File: src/rtl/tick_bcd_counter.sv
// Stopwatch that counts rising edges of a slow divided clock as NUM_DIGITS BCD digits.
// Define SEVENSEG_EN to add the registered active-low 7-segment output oseg.
module tick_bcd_counter #(
  parameter int unsigned NUM_DIGITS  = 4,
  parameter int unsigned SYNC_STAGES = 2
) (
  input  logic                      iclk,
  input  logic                      reset,
  input  logic                      itick,
  input  logic                      istart,
  input  logic                      istop,
  input  logic                      iclear,
  output logic [4*NUM_DIGITS-1:0]   obcd,
  output logic                      orunning,
  output logic                      ocarry
`ifdef SEVENSEG_EN
  ,
  output logic [7*NUM_DIGITS-1:0]   oseg
`endif
);

  localparam int unsigned BCD_W = 4 * NUM_DIGITS;

  typedef enum logic {
    STOPPED = 1'b0,
    RUNNING = 1'b1
  } state_t;

  state_t                 state_q;
  logic [SYNC_STAGES-1:0] sync_q;
  logic                   prev_q;
  logic                   tick_c;
  logic                   count_en_c;
  logic                   wrap_c;
  logic [BCD_W-1:0]       bcd_inc_c;
  logic [BCD_W-1:0]       bcd_nxt_c;
  logic                   carry_nxt_c;

  // itick synchronizer plus edge-detect history flop
  always_ff @(posedge iclk or posedge reset) begin
    if (reset) begin
      sync_q <= '0;
      prev_q <= 1'b0;
    end else begin
      sync_q <= {sync_q[SYNC_STAGES-2:0], itick};
      prev_q <= sync_q[SYNC_STAGES-1];
    end
  end

  assign tick_c = sync_q[SYNC_STAGES-1] & ~prev_q;

  // Run control; a clear holds the state so it never starts or stops the watch
  always_ff @(posedge iclk or posedge reset) begin
    if (reset) begin
      state_q  <= STOPPED;
      orunning <= 1'b0;
    end else if (!iclear) begin
      case (state_q)
        STOPPED: begin
          if (istart && !istop) begin
            state_q  <= RUNNING;
            orunning <= 1'b1;
          end
        end
        RUNNING: begin
          if (istop) begin
            state_q  <= STOPPED;
            orunning <= 1'b0;
          end
        end
        default: begin
          state_q  <= STOPPED;
          orunning <= 1'b0;
        end
      endcase
    end
  end

  // Ripple BCD increment; wrap_c set when every digit rolled over from 9
  always_comb begin
    logic carry;
    bcd_inc_c = obcd;
    carry     = 1'b1;
    for (int k = 0; k < int'(NUM_DIGITS); k++) begin
      if (carry) begin
        if (obcd[4*k +: 4] == 4'd9) begin
          bcd_inc_c[4*k +: 4] = 4'd0;
        end else begin
          bcd_inc_c[4*k +: 4] = obcd[4*k +: 4] + 4'd1;
          carry               = 1'b0;
        end
      end
    end
    wrap_c = carry;
  end

  assign count_en_c = tick_c & (state_q == RUNNING) & ~istop;

  always_comb begin
    bcd_nxt_c   = obcd;
    carry_nxt_c = 1'b0;
    if (iclear) begin
      bcd_nxt_c = '0;
    end else if (count_en_c) begin
      bcd_nxt_c   = bcd_inc_c;
      carry_nxt_c = wrap_c;
    end
  end

  always_ff @(posedge iclk or posedge reset) begin
    if (reset) begin
      obcd   <= '0;
      ocarry <= 1'b0;
    end else begin
      obcd   <= bcd_nxt_c;
      ocarry <= carry_nxt_c;
    end
  end

`ifdef SEVENSEG_EN
  logic [7*NUM_DIGITS-1:0] seg_nxt_c;

  // Active-low {g,f,e,d,c,b,a}; non-decimal codes blank the digit
  function automatic logic [6:0] seg7(input logic [3:0] d);
    logic [6:0] s;
    case (d)
      4'd0:    s = 7'h40;
      4'd1:    s = 7'h79;
      4'd2:    s = 7'h24;
      4'd3:    s = 7'h30;
      4'd4:    s = 7'h19;
      4'd5:    s = 7'h12;
      4'd6:    s = 7'h02;
      4'd7:    s = 7'h78;
      4'd8:    s = 7'h00;
      4'd9:    s = 7'h10;
      default: s = 7'h7F;
    endcase
    return s;
  endfunction

  // Decode the next count so oseg lands on the same edge as obcd
  always_comb begin
    seg_nxt_c = '0;
    for (int k = 0; k < int'(NUM_DIGITS); k++) begin
      seg_nxt_c[7*k +: 7] = seg7(bcd_nxt_c[4*k +: 4]);
    end
  end

  always_ff @(posedge iclk or posedge reset) begin
    if (reset) begin
      oseg <= {NUM_DIGITS{7'h40}};
    end else begin
      oseg <= seg_nxt_c;
    end
  end
`endif

endmodule

File: config.mk
export PLATFORM = sky130hd
export DESIGN_NAME = tick_bcd_counter
export DESIGN_NICKNAME = d
export VERILOG_FILES = /design/src/rtl/tick_bcd_counter.sv
export SDC_FILE = /design/constraint.sdc
export NUM_CORES = 1
export LEC_CHECK = 0
export BUFFER_PORTS_ARGS = -buffer_cell sky130_fd_sc_hd__buf_2
export CAP_MARGIN = 20
export CORE_ASPECT_RATIO = 1.2
export CORE_MARGIN = 2
export CORE_UTILIZATION = 32
export DETAILED_ROUTE_END_ITERATION = 12
export GPL_ROUTABILITY_DRIVEN = 0
export PLACE_DENSITY = 0.55
export SETUP_SLACK_MARGIN = 0.1
export SLEW_MARGIN = 30
export SYNTH_ARGS = -nofsm -noshare
export SYNTH_HDL_FRONTEND = slang
export SYNTH_SLANG_ARGS = --single-unit
File: constraint.sdc
create_clock -name iclk -period 2.6 [get_ports iclk]
set_clock_uncertainty 0.2 [all_clocks]
set_input_delay 0.52 -clock iclk [delete_from_list [all_inputs] [get_ports iclk]]
set_output_delay 0.52 -clock iclk [all_outputs]
set_load 0.02 [all_outputs]
* Yosys cells after proc, flatten, opt, wreduce, memory -nomap -nowiden
Cells that the tools add are included.
** Storage, ports and cells
- Logic and storage cells :: 60
- Bits in latches :: 0
- Register bits :: 22
- Bits in writable memories :: 0
- Memory bits (read-only) :: 0
- Bits of input ports :: 6
- Memories :: 0
** Operators by class
- Reduce and logical (&&, ||, !) cells :: 10
- Bitwise operators :: 7
- Mux-type cells :: 24
- Magnitude comparators :: 0
- Equality and inequality tests :: 6
- Shift operators :: 0
- $add $sub $neg :: 4
- Div/mod/pow operators :: 0
- Multipliers :: 0
** Operators with widths (count)
- $mux 16 :: 2
- $mux 4 :: 7
- $add 4x1->4 const B :: 4
- $eq 4x4->1 const B :: 4
- $mux 1 :: 13
- $reduce_bool 2->1 :: 4
- $reduce_and 2->1 :: 3
- $ne 2x2->1 const B :: 2
- $not 1->1 :: 4
- $pmux 1 s2 :: 2
- $and 1x1->1 :: 3
- $reduce_and 3->1 :: 1
- $logic_and 1x1->1 :: 1
- $logic_not 1->1 :: 1

* Longest topological paths before layout
Gate-level depths: netlist of the first run.
- Depth after elaboration :: 7
- Gate-level depth with buffers :: 7
- Mapped depth without buffers :: 6

* Worst setup path before layout of the first run
No wires, ideal clock.
- Path kind :: register to register
- Start :: register obcd[5]
- End :: register obcd[5]
- Path slack :: 0.695 ns
- Required time :: 2.289 ns
- Clock period less this slack :: 1.905 ns
- Path buffers :: 1
- Data arrival time :: 1.594 ns
- Cell stages (with the launch flop) :: 7
- Cell sequence :: dfrtp_1 inv_1 ha_1 and3b_2 and3_2 buf_6 a2111oi_2
** Between the ends
- Cells in the longest elaborated chain, start to end :: 5
- Elaborated cells between the ends (all ways) :: 6
- Those cells by class :: add/sub: 1; eq/ne: 1; mux: 4
** Ends and longest elaborated chain
- from (decl) :: line 13 : output logic [4*NUM_DIGITS-1:0] obcd,
- from (signal assigned) :: line 115 : obcd <= bcd_nxt_c;
- $add 4x1->4 / $eq 4x4->1 (equally long branches) :: line 89, 86
- $mux 4 * :: line 86 : if (obcd[4*k +: 4] == 4'd9) begin
- $mux 4 * :: line 85 : if (carry) begin
- $mux 16 * :: line 104 : end else if (count_en_c) begin
- $mux 16 * :: line 102 : if (iclear) begin
Mark *: on every way between the ends. The rest lies on a longest branch, timed or not. The select of a mux whose other input is x is not followed.
A chain may end at the register's enable or synchronous reset.

* Final worst setup path of the first run
- Start :: register obcd[1]
- End :: register obcd[11]
** Between the ends
- Cells in the longest elaborated chain, start to end :: 5
** Ends and longest elaborated chain (line)
- $eq 4x4->1 :: 86
- $mux 1 :: 86
- $mux 1 :: 85
- $reduce_bool 2->1 (no line)
- $reduce_and 2->1 (no line)
No other way between the ends.

==> results of run 1 <==
## metrics by stage
stage	hold WS (ns)	util
after detailed placement	0.147	0.366
after global placement	0.134	0.366
after floorplan	0.131	-
after CTS	0.145	0.386
final	0.146	0.386
after global routing	0.137	0.386
## logic make-up (layout without fill, tap and decap cells)
kind of cell             count (synthesis)  after routing  synth area share
AO/OA/AOI/OAI                           24             24             0.127
flip-flops                              22             22             0.470
buffers and inverters                   12             35            0.0481
adder cells (fa/ha/maj)                  8              8            0.0855
multiplexers                             2              2            0.0171
XOR/XNOR                                 2              2            0.0150
AND/OR/NAND/NOR                         44             44             0.237
## routing by layer
metal	vias to the layer above	global-route usage	wire, um	share of wire
met3	4	0.0167	46	0.019
li1	451	-	-	-
met1	449	0.163	1090	0.45
met2	12	0.217	1230	0.51
met5	-	0	0	0
met4	0	0.0758	57	0.024
## power groups by stage
stage                     registers [uW]  logic (uW)  clock network, uW
after floorplan                      365        20.7                  0
after global placement               362        36.6                  0
after detailed placement             363        37.6                  0
after CTS                            356        37.5                335
after global routing                 358        41.3                353
final                                356        36.3                329
## flip-flops by register name (all words and copies together), names as in the netlist
signal,flops
prev_q,1
sync_q,2
ocarry,1
obcd,16
state_q,1
orunning,1
## final timing paths
kind,startpoint,to,slack (ns),cells past startpoint
max in group asynchronous,reset,obcd[1]$_DFFE_PP0P_,1.47,2
worst min-delay path,itick,sync_q[0]$_DFF_PP0_,0.15,1
worst max register to register,obcd[1]$_DFFE_PP0P_,obcd[11]$_DFFE_PP0P_,0.66,6
worst max-delay path,obcd[1]$_DFFE_PP0P_,obcd[11]$_DFFE_PP0P_,0.66,6
min in group asynchronous,reset,obcd[10]$_DFFE_PP0P_,0.20,2
worst min register to register,sync_q[0]$_DFF_PP0_,sync_q[1]$_DFF_PP0_,0.16,0
## cells in the final DEF (no fill, tap or decap), drive strengths merged, types with 2 or more instances in the layout
cell and instances:
nor3b 2, or3 4, o21ai 6, dfrtp 22
a21oi 11, nand3 5, inv 8, and3 2
ha 8, nor2 9, and3b 4, buf 23
nor3 6, nand2 7, clkbuf 3, mux2i 2
a31oi 2
## final cells by class
cell class | instances | area [um2]
Fill cell | 362 | 2190
Timing Repair Buffer | 23 | 115
Sequential cell | 22 | 551
Tap cell | 39 | 48.8
Clock inverter | 1 | 30.0
Multi-Input combinational cell | 80 | 564
Inverter | 8 | 30.0
Clock buffer | 3 | 41.3
## critical path, cell delays in order, from the launching register on
cell,delay (ns)
dfrtp_1,0.44
inv_1,0.08
ha_1,0.16
and3b_4,0.26
and3_2,0.33
o21ai_0,0.12
a32o_1,0.26
==> reports/metrics.csv, run 1 <==
metric,value,unit
status,"complete, no violations",
final.min_clock_period,1.94,ns
vias_per_cell,5.20,
rows,24,
rsz0062_at_grt,no,
dieArea,0.00416,mm2
die_w,59.2,um
synth_area,0.00117,mm2
intPower,567,uW
antenna_cells,0,
cts.clk_slew.worst_paths,0.09,ns
ys_seq_area_frac,0.470,
grt_pass1_wl,4.21,mm
maxCapViolCount,0,
setup_ws,0.655,ns
yosysWarnings,0,
post_cts_buffers,0,
ant_nets,0,
grt_pass1_vias,919,
synth_ff_type,dfrtp_1,
root_buffer,clkbuf_8,
vias,916,
die_h,70.3,um
setup_violations,0,
ctsResizeCount,0,
cts_tree,built,
netlist-cell-type-count,33,
yosysTopAreaCellShare,0.470,
finalPower,722,uW
p_per_area,523,mW/mm2
tightest_slew,0.841,ns
p_leak,0.000663,uW
ioPinCount,24,
clock_path_buffers,2,
drive_gt1_frac,0.255,
ys_async_sr_fraction,1.00,
overflow,0,
synth-edff-count,0,
critical_path_required,2.57,ns
drt-total-wl,2.42,mm
switching_share,0.215,
max_freq,0.514,GHz
clock_latency,0.27,ns
area_delta_synth_final,17.8,%
track_usage,0.133,
cts_buffers,3,
hp-class,in2reg,
fin_tns_setup,0,ns
post-dp-hpwl,1.76,mm
pwr-share-clk,0.457,
slew_headroom,0.438,
firstDrtPassIters,3,
placed_area,0.00131,mm2
portBuffers,23,
fin_nets,152,
netSwitchingPower,155,uW
post-synth-top-count-cell,dfrtp_1,
ir_worst_vdd,0.223,mV
hold_buffers,0,
cp.arrival,1.91,ns
syn_nets,128,
ys_seq_elements,22,
synth_top_cell_by_area,dfrtp_1,
dp_slack,0.547,ns
cp_max_fo,9,
clock-sinks,22,
power_frac_comb,0.050,
hold_viol_final,0,
end_kind,register,
core_area,0.00357,mm2
antenna_found_initial,0,
ys_top_cells_by_area,"dfrtp_1 (47%), ha_1 (8.5%), a21oi_1 (4.7%), nor2_1 (2.9%), nor3_1 (2.6%)",
drv_slew,0,
post-route-drc-count,0,
synth_common_cells,"dfrtp_1 (22), a21oi_1 (11), nor2_1 (9), ha_1 (8), inv_1 (8)",
syn_avg_cell_area,10.3,um2
start_util,0.328,
design_area,0.00138,mm2
dp.cells,172,
ctsHtreeMaxLevel,1,
detail_route.iter0.violations,13,
path_class,reg2reg,
syn_inst,114,
final_cells,176,
seqPwrFrac,0.493,
finalCritPeriodShare,0.748,
start_kind,register,
wl_per_cell,13.8,um
grt_max_degree,23,
(Power assumes the default switching activity.)
==> run 2, diff against run 1 <==
--- a/config.mk
+++ b/config.mk
@@ -5,6 +5,7 @@
 export SDC_FILE = /design/constraint.sdc
 export NUM_CORES = 1
 export LEC_CHECK = 0
+export ABC_AREA = 1
 export BUFFER_PORTS_ARGS = -buffer_cell sky130_fd_sc_hd__buf_2
 export CAP_MARGIN = 20
 export CORE_ASPECT_RATIO = 1.2
==> constraint.sdc (replaced) <==
create_clock -name iclk -period 1.9 [get_ports iclk]
set_clock_uncertainty 0.2 [all_clocks]
set_input_delay 0.38 -clock iclk [delete_from_list [all_inputs] [get_ports iclk]]
set_output_delay 0.38 -clock iclk [all_outputs]
set_load 0.02 [all_outputs]
==> run 2 against run 1 <==
- critical path depth rose by 3
- sequential cell count did not move
- final cell count rose by 30%
- non-clock buffer count rose by 2
- largest cell class unchanged
- global-route usage fell by 1.1 points
- core utilization rose by 0.44 points
- die area rose by 7.5%
- register-to-register slack got worse by 0.32 ns
- maximum frequency rose by 24%
- worst setup slack got worse by 0.32 ns
- count of clock-buffer cells in the layout rose by 1
- clock power barely moved
==> reports/metrics.csv, run 2 <==
metric,value,unit
status,"complete, no violations",
final.min_clock_period,1.57,ns
die_w,61.4,um
post-route-drc-count,0,
rows,25,
area_delta_synth_final,19.8,%
ys_top_cells_by_area,"dfrtp_1 (44%), nand2_1 (9.2%), ha_1 (7.9%), nand3_1 (7.1%), nor2_4 (4.5%)",
post-synth-top-count-cell,nand2_1,
holdPathStages,1,
hold_viol_final,0,
drv_slew,0,
use_met2,0.201,
portBuffers,23,
reg2reg_slack,0.33,ns
syn_avg_cell_area,8.61,um2
grt_pass1_vias,957,
ys_async_sr_fraction,1.00,
ctsResizeCount,0,
grt_max_degree,23,
start_kind,register,
clock_latency,0.26,ns
synth_top_cell_by_area,dfrtp_1,
ant_nets,0,
slew_headroom,0.788,
path_class,reg2reg,
largest_registers,"obcd x16, sync_q x2",
grt.met3_usage,0.0248,
tightest_slew,0.318,ns
cts_buffers,3,
hp-class,in2reg,
dp_slack,0.323,ns
antenna_found_initial,0,
detail_route.iter0.violations,23,
critical_path_required,1.85,ns
finalCritPeriodShare,0.826,
cts.clk_slew.worst_paths,0.08,ns
p_leak,0.000779,uW
rsz0062_at_grt,no,
finalPower,1100,uW
final_core_util,0.391,
die_h,72.9,um
hold_end,sync_q[0]$_DFF_PP0_,
wl_per_cell,10.4,um
ioPinCount,24,
cts_tree,built,
synth_area,0.00126,mm2
ir_worst_vdd,0.399,mV
antenna_cells,0,
clock-sinks,22,
start_util,0.326,
reg2reg_depth,9,
grt_use_met1,0.153,
track_usage,0.122,
largest_reg_flops,16,
ctsHtreeMaxLevel,1,
final_common_cell,nand2_1,
netlist-cell-type-count,23,
end_kind,register,
worstHoldStart,itick,
drt-total-wl,2.38,mm
yosysWarnings,0,
synth_common_cells,"nand2_1 (31), dfrtp_1 (22), nand3_1 (18), nor2_1 (14), inv_1 (12)",
setup_ws,0.330,ns
dieArea,0.00447,mm2
cp_max_fo,5,
layout_common_cells,"nand2_1 (31), buf_2 (23), dfrtp_1 (22), nand3_1 (18), nor2_1 (14)",
core_area,0.00388,mm2
overflow,0,
r2r-start,obcd[1]$_DFFE_PP0P_,
clock_path_buffers,2,
setup_violations,0,
r2r-end,obcd[4]$_DFFE_PP0P_,
vias,1036,
max_freq,0.637,GHz
grt_pass1_wl,4.14,mm
root_buffer,clkbuf_8,
p_per_area,723,mW/mm2
synth_ff_type,dfrtp_1,
fin_nets,190,
syn_nets,161,
synth-edff-count,0,
yosysTopAreaCellShare,0.435,
post-dp-hpwl,1.87,mm
syn_inst,147,
maxCapViolCount,0,
regMostFlops,obcd,
post_cts_buffers,0,
vias_per_cell,4.52,
fin_tns_setup,0,ns
top_usage_layer,met2,
firstDrtPassIters,5,
cp.arrival,1.52,ns
ys_seq_area_frac,0.435,
ys_seq_elements,22,
hold_buffers,1,
drive_gt1_frac,0.291,
[run 2: cell type report]
cell class | count | area [um2]
Sequential cell | 22 | 551
Clock buffer | 4 | 55.1
Tap cell | 54 | 67.6
Multi-Input combinational cell | 108 | 649
Timing Repair Buffer | 25 | 133
Fill cell | 426 | 2360
Inverter | 16 | 60.1
[run 2: through the flow]
stage / area (um2) / cells / hold slack [ns]
final: 1520 / 229 / 0.0205
after global routing: 1520 / 229 / 0.00906
after CTS: 1520 / 229 / 0.0138
after detailed placement: 1450 / 224 / 0.141
after global placement: 1450 / 224 / 0.138
after floorplan: 1260 / 147 / 0.131
[run 2: layer usage]
layer	wire, um	vias to the layer above
li1	-	532
met1	1050	481
met2	1220	19
met3	84	4
met4	27	0
met5	0	-
[run 2: kinds of logic after synthesis]
family	share of synthesized area
simple gates	0.333
flops	0.435
buf+inv	0.0514
compound gates	0.0732
fa+ha+maj	0.0791
xor+xnor	0.0277
[run 2: power by group]
group	total [uW]	switching, uW	leakage, uW	internal [uW]
clock	330	145	0.0000288	184
combinational	219	140	0.000460	79.2
sequential	547	44.1	0.000290	503
total	1100	329	0.000779	767
[run 2: worst max path at each step]
| stage | slack, ns | cells past startpoint | from | end |
|---|---|---|---|---|
| 2_1_floorplan | 0.32 | 8 | obcd[8]$_DFFE_PP0P_ | obcd[15]$_DFFE_PP0P_ |
| 3_3_place_gp | 0.33 | 9 | obcd[5]$_DFFE_PP0P_ | obcd[12]$_DFFE_PP0P_ |
| 3_5_place_dp | 0.32 | 9 | obcd[5]$_DFFE_PP0P_ | obcd[12]$_DFFE_PP0P_ |
| 4_1_cts | 0.31 | 9 | obcd[5]$_DFFE_PP0P_ | obcd[12]$_DFFE_PP0P_ |
| 5_1_grt | 0.14 | 8 | obcd[8]$_DFFE_PP0P_ | obcd[12]$_DFFE_PP0P_ |
| 6_report | 0.33 | 9 | obcd[1]$_DFFE_PP0P_ | obcd[4]$_DFFE_PP0P_ |
[run 2: critical path, cell delays in order, from the launching register on]
cell and delay, ns:
dfrtp_1 0.42, inv_1 0.09, ha_1 0.14, nand2_1 0.09, nor2_4 0.12, inv_2 0.06
nor2_4 0.15, nor2_2 0.08, nand2_1 0.07, o21ai_2 0.05
